## config.mk

```make
export PLATFORM = sky130hd
export DESIGN_NAME = bist_ctrl_analyzer
export DESIGN_NICKNAME = d
export VERILOG_FILES = /design/src/rtl/bist_pkg.sv /design/src/rtl/bist_op_sequencer.sv /design/src/rtl/bist_ctrl_analyzer.sv
export SDC_FILE = /design/constraint.sdc
export NUM_CORES = 1
export LEC_CHECK = 0
export BUFFER_PORTS_ARGS = -buffer_cell sky130_fd_sc_hd__buf_2
export CORE_UTILIZATION = 60
export DETAILED_ROUTE_END_ITERATION = 10
export PLACE_DENSITY = 0.85
export RECOVER_POWER = 100
export SLEW_MARGIN = 20
export SYNTH_ARGS = -nofsm -noshare
export SYNTH_HDL_FRONTEND = slang
export SYNTH_SLANG_ARGS = --single-unit
```

## constraint.sdc

```tcl
create_clock -name clk -period 3.54 [get_ports clk]
set_clock_uncertainty 0.1 [all_clocks]
set_input_delay 0.354 -clock clk [delete_from_list [all_inputs] [get_ports clk]]
set_output_delay 0.354 -clock clk [all_outputs]
set_load 0.02 [all_outputs]
```

## src/rtl/bist_pkg.sv

```systemverilog
// rtl/bist_pkg.sv - shared constants, FSM state type and ALU opcodes for the BIST controller
//
// Purpose : single source for vector count, select width and opcode values so the
//           controller, sequencer and ALU agree on them.
// Ports   : none (package)
package bist_pkg;

    localparam int unsigned SEL_W         = 4;
    localparam int unsigned NUM_OPS       = 2 ** SEL_W;
    localparam int unsigned VECTORS       = 256;
    localparam int unsigned ADDR_W        = $clog2(VECTORS);
    localparam int unsigned CNT_W_DEFAULT = 16;

    typedef enum logic [2:0] {
        ST_IDLE,
        ST_CORE_RST,
        ST_RUN,
        ST_NEXT,
        ST_DONE
    } state_e;

    // ALU_Sel encodings shared with the ALU in the BIST core.
    localparam logic [SEL_W-1:0] ALU_ADD  = 4'd0;
    localparam logic [SEL_W-1:0] ALU_SUB  = 4'd1;
    localparam logic [SEL_W-1:0] ALU_MUL  = 4'd2;
    localparam logic [SEL_W-1:0] ALU_DIV  = 4'd3;
    localparam logic [SEL_W-1:0] ALU_SHL  = 4'd4;
    localparam logic [SEL_W-1:0] ALU_SHR  = 4'd5;
    localparam logic [SEL_W-1:0] ALU_ROL  = 4'd6;
    localparam logic [SEL_W-1:0] ALU_ROR  = 4'd7;
    localparam logic [SEL_W-1:0] ALU_AND  = 4'd8;
    localparam logic [SEL_W-1:0] ALU_OR   = 4'd9;
    localparam logic [SEL_W-1:0] ALU_XOR  = 4'd10;
    localparam logic [SEL_W-1:0] ALU_NOR  = 4'd11;
    localparam logic [SEL_W-1:0] ALU_NAND = 4'd12;
    localparam logic [SEL_W-1:0] ALU_XNOR = 4'd13;
    localparam logic [SEL_W-1:0] ALU_GT   = 4'd14;
    localparam logic [SEL_W-1:0] ALU_EQ   = 4'd15;

endpackage

```

## src/rtl/bist_op_sequencer.sv

```systemverilog
// rtl/bist_op_sequencer.sv - combinational search for the next enabled ALU operation
//
// Purpose : given an enable mask and the current select, return the next enabled
//           operation above it (or the lowest enabled one when starting a run).
// Ports   : en_mask_i    - operations eligible for testing
//           cur_sel_i    - operation currently driven to the core
//           from_start_i - 1: search from index 0 inclusive; 0: strictly above cur_sel_i
//           next_sel_o   - selected operation (0 when none found)
//           none_left_o  - no qualifying operation exists
module bist_op_sequencer
    import bist_pkg::*;
(
    input  logic [NUM_OPS-1:0] en_mask_i,
    input  logic [SEL_W-1:0]   cur_sel_i,
    input  logic               from_start_i,
    output logic [SEL_W-1:0]   next_sel_o,
    output logic               none_left_o
);

    // Scanning downward lets the last hit win, which is the lowest qualifying index.
    always_comb begin
        next_sel_o  = '0;
        none_left_o = 1'b1;
        for (int i = int'(NUM_OPS) - 1; i >= 0; i--) begin
            if (en_mask_i[i] && (from_start_i || (i > int'(cur_sel_i)))) begin
                next_sel_o  = SEL_W'(i);
                none_left_o = 1'b0;
            end
        end
    end

endmodule

```

## src/rtl/bist_ctrl_analyzer.sv

```systemverilog
// rtl/bist_ctrl_analyzer.sv - BIST run controller and response analyser
//
// Purpose : steps the core's ALU select through every enabled operation, pulses the
//           core reset before each one, samples the comparator match flag over one
//           full vector sweep and accumulates the pass/fail results.
// Ports   : clk, reset          - clock, asynchronous active-high reset
//           start, abort        - run request pulse / level abort (abort wins)
//           op_enable           - operations to test, latched on an accepted start
//           match_i             - core comparator result for the current vector
//           core_reset_o        - reset to the core generators and address counter
//           alu_sel_o           - operation driven to the core
//           busy, done, pass    - run status and verdict
//           fail_count          - saturating mismatch total
//           fail_op_mask        - per-operation failure flags
//           first_fail_op/addr/vld - location of the first mismatch
module bist_ctrl_analyzer
    import bist_pkg::*;
#(
    parameter int unsigned CNT_W = CNT_W_DEFAULT
) (
    input  logic               clk,
    input  logic               reset,
    input  logic               start,
    input  logic               abort,
    input  logic [NUM_OPS-1:0] op_enable,
    input  logic               match_i,
    output logic               core_reset_o,
    output logic [SEL_W-1:0]   alu_sel_o,
    output logic               busy,
    output logic               done,
    output logic               pass,
    output logic [CNT_W-1:0]   fail_count,
    output logic [NUM_OPS-1:0] fail_op_mask,
    output logic [SEL_W-1:0]   first_fail_op,
    output logic [ADDR_W-1:0]  first_fail_addr,
    output logic               first_fail_vld
);

    state_e             state_q, state_d;
    logic [NUM_OPS-1:0] op_en_q;
    logic [SEL_W-1:0]   alu_sel_q;
    logic [ADDR_W-1:0]  vec_idx_q;
    logic [CNT_W-1:0]   fail_count_q;
    logic [NUM_OPS-1:0] fail_op_mask_q;
    logic [SEL_W-1:0]   first_fail_op_q;
    logic [ADDR_W-1:0]  first_fail_addr_q;
    logic               first_fail_vld_q;
    logic               pass_q;

    logic               idle_or_done;
    logic               last_vec;
    logic [SEL_W-1:0]   seq_next;
    logic               seq_none;

    assign idle_or_done = (state_q == ST_IDLE) || (state_q == ST_DONE);
    assign last_vec     = (vec_idx_q == ADDR_W'(VECTORS - 1));

    // While waiting for a start the search must see the live enable inputs, since
    // the first operation is chosen in the same cycle the mask is latched.
    bist_op_sequencer u_seq (
        .en_mask_i    (idle_or_done ? op_enable : op_en_q),
        .cur_sel_i    (alu_sel_q),
        .from_start_i (idle_or_done),
        .next_sel_o   (seq_next),
        .none_left_o  (seq_none)
    );

    always_ff @(posedge clk or posedge reset) begin
        if (reset) begin
            state_q <= ST_IDLE;
        end else begin
            state_q <= state_d;
        end
    end

    always_comb begin
        state_d = state_q;
        if (abort) begin
            state_d = ST_IDLE;
        end else begin
            case (state_q)
                ST_IDLE, ST_DONE: begin
                    if (start) begin
                        state_d = seq_none ? ST_DONE : ST_CORE_RST;
                    end
                end
                ST_CORE_RST: state_d = ST_RUN;
                ST_RUN: begin
                    if (last_vec) begin
                        state_d = ST_NEXT;
                    end
                end
                ST_NEXT:     state_d = seq_none ? ST_DONE : ST_CORE_RST;
                default:     state_d = ST_IDLE;
            endcase
        end
    end

    always_comb begin
        core_reset_o = 1'b0;
        busy         = 1'b0;
        done         = 1'b0;
        case (state_q)
            ST_IDLE:     core_reset_o = 1'b1;
            ST_CORE_RST: begin
                core_reset_o = 1'b1;
                busy         = 1'b1;
            end
            ST_RUN:      busy = 1'b1;
            ST_NEXT:     busy = 1'b1;
            ST_DONE:     done = 1'b1;
            default:     core_reset_o = 1'b1;
        endcase
    end

    // Result datapath. An abort freezes everything so partial results stay visible;
    // the select only moves when the FSM is about to enter CORE_RST.
    always_ff @(posedge clk or posedge reset) begin
        if (reset) begin
            op_en_q           <= '0;
            alu_sel_q         <= '0;
            vec_idx_q         <= '0;
            fail_count_q      <= '0;
            fail_op_mask_q    <= '0;
            first_fail_op_q   <= '0;
            first_fail_addr_q <= '0;
            first_fail_vld_q  <= 1'b0;
            pass_q            <= 1'b0;
        end else if (!abort) begin
            case (state_q)
                ST_IDLE, ST_DONE: begin
                    if (start) begin
                        op_en_q           <= op_enable;
                        fail_count_q      <= '0;
                        fail_op_mask_q    <= '0;
                        first_fail_op_q   <= '0;
                        first_fail_addr_q <= '0;
                        first_fail_vld_q  <= 1'b0;
                        // An empty mask completes immediately and trivially passes.
                        pass_q            <= seq_none;
                        if (!seq_none) begin
                            alu_sel_q <= seq_next;
                        end
                    end
                end
                ST_CORE_RST: vec_idx_q <= '0;
                ST_RUN: begin
                    vec_idx_q <= vec_idx_q + ADDR_W'(1);
                    if (!match_i) begin
                        if (fail_count_q != {CNT_W{1'b1}}) begin
                            fail_count_q <= fail_count_q + CNT_W'(1);
                        end
                        fail_op_mask_q[alu_sel_q] <= 1'b1;
                        if (!first_fail_vld_q) begin
                            first_fail_op_q   <= alu_sel_q;
                            first_fail_addr_q <= vec_idx_q;
                            first_fail_vld_q  <= 1'b1;
                        end
                    end
                end
                ST_NEXT: begin
                    if (!seq_none) begin
                        alu_sel_q <= seq_next;
                    end else begin
                        pass_q <= (fail_count_q == '0);
                    end
                end
                default: ;
            endcase
        end
    end

    assign alu_sel_o       = alu_sel_q;
    assign pass            = pass_q;
    assign fail_count      = fail_count_q;
    assign fail_op_mask    = fail_op_mask_q;
    assign first_fail_op   = first_fail_op_q;
    assign first_fail_addr = first_fail_addr_q;
    assign first_fail_vld  = first_fail_vld_q;

endmodule

```

==> results of run 1 <==
## layer usage
metal	part of all wire [%]	up-vias	track usage, %	routed length [um]
li1	-	1754	-	-
met1	43	1790	42.4	4440
met2	48	154	49.2	4940
met3	7.0	17	6.03	721
met4	1.9	0	13.6	199
met5	0	-	0	0
## report_power, final
| part | switching, W | total, W | leakage (nW) | internal [W] |
|---|---|---|---|---|
| logic | 0.000968 | 0.00143 | 0.914 | 0.000463 |
| clock network | 0.000340 | 0.000810 | 0.120 | 0.000470 |
| registers | 0.000249 | 0.00131 | 1.02 | 0.00106 |
| total | 0.00156 | 0.00355 | 2.06 | 0.00200 |
## cell families after synthesis
group | synth area share [%]
AO/OA/AOI/OAI | 15.9
XOR/XNOR | 4.33
multiplexers | 0.774
AND/OR/NAND/NOR | 27.5
adder cells (fa/ha/maj) | 0.929
flip-flops | 47.0
buffers and inverters | 3.56
## flip-flops by register name, summed over array words and instances, names as in the netlist
signal and flops:
alu_sel_o 4, fail_count 16, fail_op_mask 16, first_fail_addr 8
first_fail_op 4, first_fail_vld 1, op_en_q 15, pass 1
state_q 3, vec_idx_q 8
## through the flow
stage | total power, W | hold slack (ns) | util [%] | cell area, sq um
floorplan | 0.00237 | 0.338 | - | 4040
global placement | 0.00274 | 0.360 | 69.3 | 4450
detailed placement | 0.00277 | 0.371 | 69.3 | 4450
CTS | 0.00359 | 0.116 | 73.0 | 4690
global route | 0.00377 | 0.135 | 71.5 | 4590
finish | 0.00355 | 0.119 | 71.5 | 4590
## layout make-up
class,count,share of cell area [%]
Tap cell,77,2.10
Timing Repair Buffer,78,7.55
Sequential cell,76,41.4
Clock inverter,6,2.45
Multi-Input combinational cell,353,42.9
Clock buffer,10,2.78
Inverter,10,0.817
## layout by cell type, fill, tap and decap left out, types with 3 or more instances in the layout
master	count
bufinv_16	3
buf_2	21
nand3_1	19
nor3_1	6
buf_4	3
xor2_1	18
a21oi_1	10
and3_1	3
nor4b_1	4
nor2_1	61
nor4_1	4
dfrtp_1	76
clkbuf_1	54
clkbuf_8	9
inv_1	10
nand2_1	94
nand4_1	12
nor2b_1	7
o21a_1	4
a31oi_1	16
o21ai_0	33
a41oi_1	3
ha_1	3
## worst max-delay path: cells and delay by family (launching register included)
kind	cells	cell delay, ns
flops	1	0.56
mux	2	0.55
simple gates	3	1.42
compound gates	1	0.20
## path summary, 6_finish.rpt
path	from	endpoint	cells past startpoint
hold reg to reg	first_fail_addr[1]$_DFFE_PP0P_	first_fail_addr[1]$_DFFE_PP0P_	2
min in group asynchronous	reset	fail_count[5]$_DFFE_PP0P_	2
setup / recovery	state_q[1]$_DFFE_PP0P_	pass$_DFFE_PP0P_	6
setup reg to reg	state_q[1]$_DFFE_PP0P_	pass$_DFFE_PP0P_	6
hold / removal	op_enable[6]	op_en_q[6]$_DFFE_PP0P_	3
max in group asynchronous	reset	state_q[0]$_DFFE_PP0P_	2
==> results by group, run 1 <==
Critical path
  – Critical path's slowest cell: or2_0
  – R2R Setup Slk: 0.61 ns
  – CP Launch Type: register
  – Crit-path cells: or2_0 -> mux2i_1 -> a41oi_1 -> nor2_1 -> nand3_1 -> mux2i_1
  – CP endpoint kind: register
  – Most common cell on crit path: mux2i_1
  – CP max FO: 16
  – Required time of the worst setup path: 3.68 ns
  – Slowest stage delay, CP: 0.76 ns
  – Crit path DAT: 3.07 ns
  – WS Path Type: register to register

Synth
  – Dominant cell type by area after synthesis: dfrtp_1
  – Sequential fraction of the synthesis area: 47.0%
  – Synth Net Count: 485
  – Mapped Cells: 461
  – Avg Cell Area, Syn: 8.77 sq um
  – Synth cell count leaders: nand2_1 (94), dfrtp_1 (76), nor2_1 (60), o21ai_0 (32), nand3_1 (19)
  – Cell area after synthesis: 0.00404 sq mm
  – Share of the synthesized area in the top cell type: 47.0%
  – Synth async-reset ratio: 100%
  – Synth top area cells: dfrtp_1 (47%), nand2_1 (8.7%), nor2_1 (5.6%), o21ai_0 (4.0%), xor2_1 (3.9%)
  – Synth Flop Type: dfrtp_1
  – Post-synthesis register bit count: 76
  – Synth unique cells: 64
  – Synth Warn #: 0
  – Count leader, synth: nand2_1
  – Post-synth EDFFs: 0

STA
  – RSZ-0062 raised after global routing: no
  – Fmax: 341 MHz
  – Rel. slew slack: -8.07%
  – Tcrit/Tclk final: 82.8%
  – Post-route setup TNS: 0 ns
  – Max-slew violations: 42
  – Worst-Margin Slew: 1.62 ns
  – Endpoints failing setup: 0
  – Final WS setup: 0.608 ns
  – Final min period: 2.93 ns
  – Final Hold Vio Count: 0

Clocking
  – Cts bufs inserted: 9
  – Post-CTS Setup Inserts: 0
  – TritonCTS clock tree: done
  – Clock sink count: 76
  – Clk buf depth: 2
  – Worst skew pair latency: 0.35 ns
  – Clock root buffer: clkbuf_8
  – Post-cts sizing count: 0
  – CTS clock-pin slew for the worst setup and hold paths: 0.08 ns
  – H-tree levels: 3
  – Hold buffer count at CTS: 0

Cells and area
  – Register area: 0.00190 sq mm
  – Area of the multi-input gates: 0.00197 sq mm
  – Final net count: 552
  – Area Growth Syn to Fin: 13.6%
  – Number of fill cells in the layout: 531
  – ANT cells: 0
  – Fin cells: 610
  – Share of cells above drive strength 1: 9.76%

GRT
  – Largest net degree at the start of global routing: 43
  – GRT Residual Overflow: 0
  – Initial antenna violation count: 0
  – GRT Overall Usage: 31.3%
  – First-pass GRT wire length: 17300 um
  – Vias in the first global route: 3594

Die
  – Core ar.: 0.00642 sq mm
  – Die X: 84.1 um
  – Die area: 0.00707 sq mm
  – Rows: 29
  – Initial core utilization: 62.9%
  – Die height: 84.1 um
  – IO Pins: 74

Placement
  – Post-DP HPWL: 7130 um
  – Dpl ws: 0.941 ns
  – Post-Place Cells: 594
  – # port buffers: 73
  – GPL Wtd Cong: 0.928

Power
  – Peak supply drop: 416 uV
  – Leakage: 2.06 nW
  – Power per cell area: 773 mW/mm^2

Run status
  – Failing checks: DRC, capacitance limit, slew limit
  – Status: complete, but fails checks

Route
  – Router iterations before antenna repair: 8
  – ANT nets after route: 0
  – DR vias: 3715
  – Post-Route WL: 10300 um
  – Drt wl/cell: 16.9 um
  – Average vias per placed instance: 6.09
  – Drt drc: 11
  – Initial drt markers: 327

Flow run
  – Max cap viols: 1

Worst hold path
  – Hold WC Path Type: input pin to register
(Power assumes the default switching activity.)
==> run 2, diff against run 1 <==
- CORE_UTILIZATION: 60 -> 50
- PLACE_DENSITY: 0.85 -> 0.76
- clock period: 3.54 -> 2.69 ns (I/O delays scaled with it)
==> run 2 against run 1 <==
  * Utilization shrank 12 points
  * Non-clock buffer count is 7 higher
  * Worst hold slack worse by 0.074 ns
  * Cell area rose by 1.2%
  * Clock power increased by 9.8%
  * The run now ends clean
  * Die area is 20% higher
  * Sequential cell count unchanged
  * Global-route usage decreased by 5.9 points
  * Critical path type unchanged
  * Sequential share of layout area fell by 0.48 points
  * Power grew 29%
  * Combinational power grew 37%
==> results by group, run 2 (synthesis results as in run 1) <==
Cells and area
  – ANT cells: 0 (unchanged)
  – Most common cell after layout, fill and taps aside: nand2_1
  – Share of cells above drive strength 1: 11.1% (+1.4 points)
  – Final net count: 559 (+1.3%)
  – Area of the multi-input gates: 0.00198 sq mm (+0.51%)
  – Finished Cell Area: 0.00465 sq mm (+1.2%)
  – Area Growth Syn to Fin: 14.9%
  – Final core occ: 59.8% (-12 points)
  – Number of fill cells in the layout: 770 (+45%)
  – Register area: 0.00190 sq mm (unchanged)
  – Commonest non-fill, non-tap cells in the layout: nand2_1 (94), dfrtp_1 (76), nor2_1 (61), clkbuf_1 (53), o21ai_0 (32)

Route
  – Drt wl/cell: 15.8 um (-6.5%)
  – Router iterations before antenna repair: 5 (-3)
  – ANT nets after route: 0 (unchanged)
  – Average vias per placed instance: 5.70 (-6.4%)
  – Post-Route WL: 10100 um (-1.7%)
  – Drt drc: 0 (-11)
  – DR vias: 3654 (-1.6%)
  – Initial drt markers: 178 (-46%)

Die
  – Die height: 91.9 um (+9.3%)
  – Die area: 0.00845 sq mm (+20%)
  – Initial core utilization: 52.0% (-11 points)
  – Rows: 32 (+10%)
  – Die X: 91.9 um (+9.3%)
  – Core ar.: 0.00777 sq mm (+21%)
  – IO Pins: 74 (unchanged)

Placement
  – GPL Wtd Cong: 0.929 (about the same)
  – Placed inst area: 0.00454 sq mm (+2.0%)
  – Dpl ws: 0.300 ns (-0.640 ns)
  – # port buffers: 73 (unchanged)
  – Post-DP HPWL: 7410 um (+3.9%)

Clocking
  – TritonCTS clock tree: done
  – Post-CTS Setup Inserts: 0 (unchanged)
  – Clock sink count: 76 (unchanged)
  – H-tree levels: 3 (unchanged)
  – Cts bufs inserted: 9 (unchanged)
  – Clk buf depth: 2 (unchanged)
  – Hold buffer count at CTS: 1 (+1)
  – CTS clock-pin slew for the worst setup and hold paths: 0.08 ns (about the same)
  – Worst skew pair latency: 0.36 ns (about the same)
  – Post-cts sizing count: 0 (unchanged)
  – Clock root buffer: clkbuf_8

Flow run
  – Max cap viols: 0 (-1)

Critical path
  – Required time of the worst setup path: 2.83 ns (-0.85 ns)
  – CP Launch Type: register
  – CP max FO: 11 (-5)
  – Crit path DAT: 2.59 ns (-0.48 ns)
  – Worst reg-to-reg path cell count: 6 (unchanged)
  – WS Path Type: register to register
  – CP endpoint kind: register

STA
  – Final WS setup: 0.232 ns (-0.376 ns)
  – Final min period: 2.46 ns (-0.474 ns)
  – Endpoints failing setup: 0 (unchanged)
  – RSZ-0062 raised after global routing: no
  – Rel. slew slack: 15.2% (+23 points)
  – Fmax: 407 MHz (+19%)
  – Tcrit/Tclk final: 91.4% (+8.5 points)
  – Max-slew violations: 0 (-100%)
  – Post-route setup TNS: 0 ns (unchanged)
  – Final Hold Vio Count: 0 (unchanged)
  – Worst-Margin Slew: 1.27 ns (-0.348 ns)

Worst hold path
  – Hold WC Path Type: input pin to register
  – WHS Path Cells: 3 (unchanged)

GRT
  – GRT Residual Overflow: 0 (unchanged)
  – Largest net degree at the start of global routing: 44 (+2.3%)
  – Initial antenna violation count: 0 (unchanged)
  – Vias in the first global route: 3441 (-4.3%)
  – First-pass GRT wire length: 16800 um (-3.2%)
  – GRT Overall Usage: 25.4% (-5.9 points)

Run status
  – Status: finished clean

Power
  – Power per cell area: 985 mW/mm^2 (+27%)
  – Peak supply drop: 436 uV (+4.8%)
  – Leakage: 2.08 nW (+1.0%)
[run 2: changes by cell type in the layout (fill, tap and decap cells not counted), sizes merged]
cell	change
dlygate4sd3	+1
clkbuf	+3
bufinv	-2
buf	+4
[run 2: metal layers]
metal | global-route usage [%] | vias up | part of all wire (%)
met4 | 7.55 | 0 | 1.4
met1 | 34.5 | 1775 | 46
li1 | - | 1767 | -
met5 | 0 | - | 0
met2 | 40.7 | 98 | 47
met3 | 5.72 | 14 | 5.4
[run 2: worst max-delay path, cell delays in order, from the launching register on]
cell and delay (ns):
dfrtp_1 0.51, nor2_1 0.18, clkbuf_1 0.39, nand2_1 0.16, nor2_1 0.57, clkbuf_2 0.32
o31ai_1 0.09
[run 2: report_power, final]
part,leakage (nW),switching (W),internal [W]
clock network,0.105,0.000416,0.000473
logic,0.950,0.00128,0.000678
registers,1.02,0.000330,0.00140
total,2.08,0.00203,0.00255
[run 2: area by class of cell]
class,instances,area share (%)
clock inverters,4,1.05
repair buffers,85,8.59
flip-flops and latches,76,40.9
multi-input cells,353,42.6
well taps,102,2.75
inverters,10,0.808
clock buffers,11,3.26
[run 2: path summary, 6_finish.rpt]
kind,from,endpoint,slack (ns)
setup / recovery,state_q[1]$_DFFE_PP0P_,fail_count[1]$_DFFE_PP0P_,0.23
hold / removal,op_enable[7],op_en_q[7]$_DFFE_PP0P_,0.04
max in group asynchronous,reset,op_en_q[2]$_DFFE_PP0P_,0.46
min in group asynchronous,reset,vec_idx_q[2]$_DFFE_PP0P_,0.69
setup reg to reg,state_q[1]$_DFFE_PP0P_,fail_count[1]$_DFFE_PP0P_,0.23
hold reg to reg,first_fail_addr[7]$_DFFE_PP0P_,first_fail_addr[7]$_DFFE_PP0P_,0.39
[run 2: stage by stage]
step / cells / hold slack [ns] / power (W)
2_1_floorplan: 461 / 0.274 / 0.00312
3_3_place_gp: 625 / 0.331 / 0.00372
3_5_place_dp: 625 / 0.333 / 0.00374
4_1_cts: 641 / 0.0411 / 0.00464
5_1_grt: 641 / 0.0686 / 0.00488
6_report: 641 / 0.0448 / 0.00458
